$ cat config.mk
export PLATFORM = sky130hd
export DESIGN_NAME = channel_pointer_regfile
export DESIGN_NICKNAME = d
export VERILOG_FILES = /design/src/rtl/channel_pointer_regfile_pkg.sv /design/src/rtl/channel_pointer_word.sv /design/src/rtl/channel_pointer_regfile.sv
export SDC_FILE = /design/constraint.sdc
export NUM_CORES = 2
export LEC_CHECK = 0
export CAP_MARGIN = 10
export CORE_MARGIN = 3
export CORE_UTILIZATION = 31
export DETAILED_ROUTE_END_ITERATION = 12
export PLACE_DENSITY_LB_ADDON = 0.15
export SETUP_SLACK_MARGIN = 0.15
export SLEW_MARGIN = 5
export SYNTH_ARGS = -nofsm -noshare
export SYNTH_HDL_FRONTEND = slang
export SYNTH_HIERARCHICAL = 1
export SYNTH_SLANG_ARGS = --single-unit
$ cat constraint.sdc
create_clock -name clk -period 6.6 [get_ports clk]
set_input_delay 0.99 -clock clk [delete_from_list [all_inputs] [get_ports clk]]
set_output_delay 0.99 -clock clk [all_outputs]
set_load 0.02 [all_outputs]
$ cat src/rtl/channel_pointer_regfile_pkg.sv
// Purpose : shared sizing constants, types and flat-index helper for the channel pointer file.
// Latency : n/a (package only).
// Backpressure: n/a (package only).
package channel_pointer_regfile_pkg;

    localparam int NCHAN = 16;
    localparam int NPTR  = 4;
    localparam int PW    = 12;
    localparam int CW    = $clog2(NCHAN);
    localparam int SW    = $clog2(NPTR);
    localparam int IW    = CW + SW;
    localparam int NWORD = NCHAN * NPTR;

    typedef logic [CW-1:0] chan_t;
    typedef logic [SW-1:0] psel_t;
    typedef logic [PW-1:0] ptr_t;
    typedef logic [IW-1:0] idx_t;

    // Channel id in the upper bits, pointer select in the lower bits.
    function automatic idx_t flat_idx(input chan_t chan, input psel_t sel);
        return {chan, sel};
    endfunction

endpackage

$ cat src/rtl/channel_pointer_word.sv
// Purpose : one PW-bit pointer with write/increment update and wrap detect.
// Latency : state updates at posedge; o_nxt is the combinational post-update value.
// Backpressure: none; every enabled update is committed.
//
// Ports:
//   clk, rst  clock, async active-high reset
//   i_we      write enable (wins over i_inc)
//   i_wd      write data
//   i_inc     increment enable
//   o_nxt     value the pointer will hold after the coming edge
//   o_wrap    high when the coming edge increments 'hFFF to 0
module channel_pointer_word
    import channel_pointer_regfile_pkg::*;
(
    input  logic clk,
    input  logic rst,
    input  logic i_we,
    input  logic [PW-1:0] i_wd,
    input  logic i_inc,
    output logic [PW-1:0] o_nxt,
    output logic o_wrap
);

    ptr_t r_q;

    // A write to the same pointer suppresses the increment and its wrap.
    always_comb begin
        o_nxt  = r_q;
        o_wrap = 1'b0;
        if (i_we) begin
            o_nxt = i_wd;
        end else if (i_inc) begin
            o_nxt  = r_q + 1'b1;
            o_wrap = &r_q;
        end
    end

    always_ff @(posedge clk or posedge rst) begin
        if (rst) begin
            r_q <= '0;
        end else begin
            r_q <= o_nxt;
        end
    end

endmodule

$ cat src/rtl/channel_pointer_regfile.sv
// Purpose : 16 channel x 4 pointer x 12-bit register file, 1 write, 1 increment, 2 read ports.
// Latency : reads 1 cycle (registered), forwarding the post-update value of a same-cycle update.
// Backpressure: none; all ports are accepted every cycle.
//
// Ports:
//   clk, rst                      clock, async active-high reset
//   wchanid, pselw, d12, wep      write port
//   rchanid, psel0, psel1         shared read channel, per-port pointer select
//   qp0, qp1                      registered read data
//   inc, incchan, incsel          increment port
//   wrap                          registered pulse on an 'hFFF -> 0 increment
module channel_pointer_regfile
    import channel_pointer_regfile_pkg::*;
(
    input  logic          clk,
    input  logic          rst,
    input  logic [CW-1:0] wchanid,
    input  logic [SW-1:0] pselw,
    input  logic [PW-1:0] d12,
    input  logic          wep,
    input  logic [CW-1:0] rchanid,
    input  logic [SW-1:0] psel0,
    input  logic [SW-1:0] psel1,
    output logic [PW-1:0] qp0,
    output logic [PW-1:0] qp1,
    input  logic          inc,
    input  logic [CW-1:0] incchan,
    input  logic [SW-1:0] incsel,
    output logic          wrap
);

    idx_t             w_widx;
    idx_t             w_iidx;
    idx_t             w_r0idx;
    idx_t             w_r1idx;
    logic [NWORD-1:0] w_we;
    logic [NWORD-1:0] w_inc;
    logic [NWORD-1:0] w_wrap;
    ptr_t             w_nxt [NWORD];

    ptr_t r_qp0;
    ptr_t r_qp1;
    logic r_wrap;

    assign w_widx  = flat_idx(wchanid, pselw);
    assign w_iidx  = flat_idx(incchan, incsel);
    assign w_r0idx = flat_idx(rchanid, psel0);
    assign w_r1idx = flat_idx(rchanid, psel1);

    // Enables gate the decode so unknown ids with the enable low select nothing.
    for (genvar gi = 0; gi < NWORD; gi++) begin : g_word
        assign w_we[gi]  = wep && (w_widx == idx_t'(gi));
        assign w_inc[gi] = inc && (w_iidx == idx_t'(gi));

        channel_pointer_word u_word (
            .clk    (clk),
            .rst    (rst),
            .i_we   (w_we[gi]),
            .i_wd   (d12),
            .i_inc  (w_inc[gi]),
            .o_nxt  (w_nxt[gi]),
            .o_wrap (w_wrap[gi])
        );
    end

    // Read muxes select the next-state value, which gives forwarding for free.
    always_ff @(posedge clk or posedge rst) begin
        if (rst) begin
            r_qp0  <= '0;
            r_qp1  <= '0;
            r_wrap <= 1'b0;
        end else begin
            r_qp0  <= w_nxt[w_r0idx];
            r_qp1  <= w_nxt[w_r1idx];
            r_wrap <= |w_wrap;
        end
    end

    assign qp0  = r_qp0;
    assign qp1  = r_qp1;
    assign wrap = r_wrap;

endmodule
==> metrics.log <==
[metrics] register-to-register setup slack: 2.93 ns
[metrics] endpoint type of the worst setup path: flop
[metrics] Post-route DRC: 0
[metrics] total nets after synthesis: roughly 6100
[metrics] run status: complete, no violations
[metrics] top-level I/O count: 61
[metrics] clock tree sinks: approximately 790
[metrics] # hold bufs at CTS: 0
[metrics] x dimension of the die: 447 microns
[metrics] Clk Tree Root Cell: sky130_fd_sc_hd__clkbuf_16
[metrics] Clock H-tree levels: 3
[metrics] area enclosed by the die boundary: ~0.20 sq mm
[metrics] source-to-sink clock delay at the later pin of the worst-skew pair: 0.79 ns
[metrics] Die Y-Extent: roughly 450 microns
[metrics] register area share after synthesis: 0.330
[metrics] Cell Area, Synth: around 0.060 sq mm
[metrics] quantity of gates resized following cts: 0
[metrics] Post-Synthesis Mean Instance Area: around 10 sq um
[metrics] # Max-Cap Violations: 0
[metrics] number of rows in the core area: 161
[metrics] number of distinct library cell variants in the gate-level netlist after synthesis: between 50 and 60
[metrics] total negative slack for setup checks: 0 ns
[metrics] top library cells by usage in the layout, fill and taps aside: sky130_fd_sc_hd__dfrtp_1, sky130_fd_sc_hd__nand2_1, sky130_fd_sc_hd__or4_1
[metrics] CTS tree: done
[metrics] most common cell after layout, fill and taps aside: sky130_fd_sc_hd__dfrtp_1
[metrics] area of the placeable core: 0.193 sq mm
[metrics] post-detailed-routing wire length: approximately 270000 microns
[metrics] buffers inserted during post-CTS setup optimization: 0
[metrics] setup violation total in the final timing report: 0
[metrics] reported leakage power: ~25 nW
[metrics] startpoint kind of the worst setup timing path: input pin
[metrics] worst slew margin relative to its limit: 0.121
[metrics] residual overflow from global routing: 0
[metrics] GRT Overall Usage: 0.271
[metrics] number of synthesized flops with an enable pin: 0
[metrics] deepest clock path buffer count: 3
[metrics] via density per instance: ~6.3
[metrics] Worst Hold Class: reg -> reg
[metrics] wire length per cell: approximately 31 microns
[metrics] Worst-Margin Slew: about 1.3 ns
[metrics] vias after detailed routing: 55200
[metrics] VDD IR-drop max: 226 uV
[metrics] vias in the first global route: 51800
[metrics] setup clock skew after layout: between 0.06 and 0.07 ns
[metrics] clock period minus worst slack: about 5.5 ns
[metrics] IO Port Bufs: 60
[metrics] endpoint required time on the critical path: between 7 and 8 ns
[metrics] final cell area excluding filler cells: between 0.06 and 0.07 sq mm
[metrics] period utilization: 0.831
[metrics] dominant synthesized flop cell: sky130_fd_sc_hd__dfrtp_1
[metrics] final hold violations: 0
[metrics] PD cells: approximately 260 mW/mm^2
[metrics] router iterations before antenna repair: 6
[metrics] setup repair after global routing missed its margin: no
[metrics] HPWL reported at the end of detailed placement: between 200000 and 250000 microns
[metrics] data arrival at the endpoint of the critical path: 6.20 ns
[metrics] antenna violations before repair: 11
[metrics] final-stage net count: roughly 6200
[metrics] number of max-slew violations in the final report: 0
[metrics] Setup CP Type: in -> reg
[metrics] drt first-iter violations: between 6000 and 7000
[metrics] highest fanout seen on the critical path: 8
[metrics] clock transition at the registers of the reported paths: 0.06 ns
[metrics] Layout Area Growth over Synthesis: 13.4%
[metrics] Yosys warning total: 6
[metrics] final setup margin: 1.11 ns
[metrics] number of register bits inferred by synthesis: just under 800
[metrics] Post-Synthesis Cells: 6018
[metrics] Inst Count DP: around 8600
[metrics] ys async rst share: 1.00
[metrics] DP Area: between 0.06 and 0.07 sq mm
[metrics] largest net degree at the start of global routing: 83
[metrics] global placer's final weighted congestion: around 0.94
[metrics] global-route wire length before repair: 391000 microns
[metrics] ratio of cells with drive above 1 in the final layout: 0.184
[metrics] Max Clk Rate: 182 MHz
[metrics] Inserted Clock Buffers: approximately 110
[metrics] number of non-filler instances in the completed layout: 8766
[metrics] worst setup timing slack at the placement stage: slightly below 0.7 ns
[metrics] Detail Route Antenna Nets: 0
[metrics] initial core utilization: 0.312
critical path: stages:
cell and delay [ns]:
sky130_fd_sc_hd__clkdlybuf4s50_1 0.53, sky130_fd_sc_hd__nor2_1 0.26, sky130_fd_sc_hd__nand3_1 0.68, sky130_fd_sc_hd__nor2_1 0.72
sky130_fd_sc_hd__nand4_2 0.31, sky130_fd_sc_hd__or4_1 0.46, sky130_fd_sc_hd__nand3_1 0.27, sky130_fd_sc_hd__mux4_2 0.31
sky130_fd_sc_hd__mux2i_1 0.07, sky130_fd_sc_hd__a22o_1 0.33, sky130_fd_sc_hd__a2111oi_1 0.88, sky130_fd_sc_hd__buf_4 0.26
sky130_fd_sc_hd__a41o_1 0.11
metrics by stage:
step	total power, mW	util	hold slack (ns)
4_1_cts	17.9	0.354	0.609
3_3_place_gp	11.3	0.334	0.606
5_1_grt	18.6	0.354	0.642
6_report	17.8	0.354	0.635
2_1_floorplan	9.30	-	0.564
3_5_place_dp	11.3	0.334	0.614
worst paths after layout:
check / cells after the start / end / start
max in group asynchronous: 3 / g_word[53].u_word/r_q[9]$_DFF_PP0_ / rst
min: 2 / g_word[29].u_word/r_q[7]$_DFF_PP0_ / g_word[29].u_word/r_q[7]$_DFF_PP0_
min in group asynchronous: 2 / g_word[20].u_word/r_q[7]$_DFF_PP0_ / rst
max: 13 / qp1[6]$_DFF_PP0_ / incchan[0]
max reg2reg: 10 / qp1[6]$_DFF_PP0_ / g_word[1].u_word/r_q[0]$_DFF_PP0_
min reg2reg: 2 / g_word[29].u_word/r_q[7]$_DFF_PP0_ / g_word[29].u_word/r_q[7]$_DFF_PP0_
cell usage after synthesis, types with 24 or more instances:
cell type                    n  share of area
sky130_fd_sc_hd__nor3b_1   128          0.016
sky130_fd_sc_hd__o211ai_1  153          0.019
sky130_fd_sc_hd__a221oi_1  128          0.019
sky130_fd_sc_hd__nor2b_1   144          0.015
sky130_fd_sc_hd__nand4_1    32         0.0033
sky130_fd_sc_hd__or3b_1    128          0.019
sky130_fd_sc_hd__buf_4      44         0.0055
sky130_fd_sc_hd__mux2_2     64          0.012
sky130_fd_sc_hd__or4_1     449          0.056
sky130_fd_sc_hd__o21ai_1    98         0.0081
sky130_fd_sc_hd__clkinv_1   41         0.0026
sky130_fd_sc_hd__nand4_4    63          0.022
sky130_fd_sc_hd__o31ai_1   168          0.021
sky130_fd_sc_hd__nand4_2   129          0.027
sky130_fd_sc_hd__buf_1      33         0.0021
sky130_fd_sc_hd__buf_2     100         0.0083
sky130_fd_sc_hd__nand3_1   408          0.034
sky130_fd_sc_hd__o21ai_0   291          0.024
sky130_fd_sc_hd__a22oi_1    25         0.0031
sky130_fd_sc_hd__clkbuf_1  104         0.0065
sky130_fd_sc_hd__nor2_1    316          0.020
sky130_fd_sc_hd__o22ai_1    68         0.0071
sky130_fd_sc_hd__dfrtp_1   793           0.33
sky130_fd_sc_hd__inv_1     193          0.012
sky130_fd_sc_hd__xnor2_1   192          0.028
sky130_fd_sc_hd__ha_1       64          0.013
sky130_fd_sc_hd__a31oi_1   170          0.018
sky130_fd_sc_hd__xor2_1     64         0.0093
sky130_fd_sc_hd__mux2i_1   153          0.025
sky130_fd_sc_hd__nor4b_1    64         0.0093
sky130_fd_sc_hd__inv_2      24         0.0015
sky130_fd_sc_hd__nand2_1   656          0.041
sky130_fd_sc_hd__mux4_2    385           0.14
layout make-up:
type	instances	area [sq um]
Sequential cell	793	19800
Clock buffer	144	3080
Clock inverter	56	773
Fill cell	19300	125000
Inverter	258	968
Antenna cell	7	17.5
Multi-Input combinational cell	4671	37900
Tap cell	2526	3160
Timing Repair Buffer	311	2550
registers in the layout, summed over array words and instances, names as in the netlist:
name / count
qp0: 12
wrap: 1
g_word.u_word/r_q: 768
qp1: 12
report_power, final:
group / switching (mW) / leakage (nW) / total [mW] / internal, mW
sequential: 1.08 / 9.60 / 6.72 / 5.64
combinational: 2.81 / 13.4 / 4.66 / 1.85
clock: 2.60 / 1.89 / 6.46 / 3.86
total: 6.49 / 24.9 / 17.8 / 11.3
cell families after synthesis:
logic type	Yosys count	share of synthesized area
AO/OA/AOI/OAI	1185	0.130
AND/OR/NAND/NOR	2564	0.267
multiplexers	602	0.181
buffers and inverters	554	0.0415
flip-flops	793	0.330
adder cells (fa/ha/maj)	64	0.0133
XOR/XNOR	256	0.0372
metal layers:
metal,track usage,wire [microns],part of all wire
met1,0.355,113000,0.41
met2,0.424,125000,0.46
met3,0.0518,19900,0.072
met4,0.139,16300,0.059
met5,0,45,0.00016
Power figures use the tool's default switching activity.
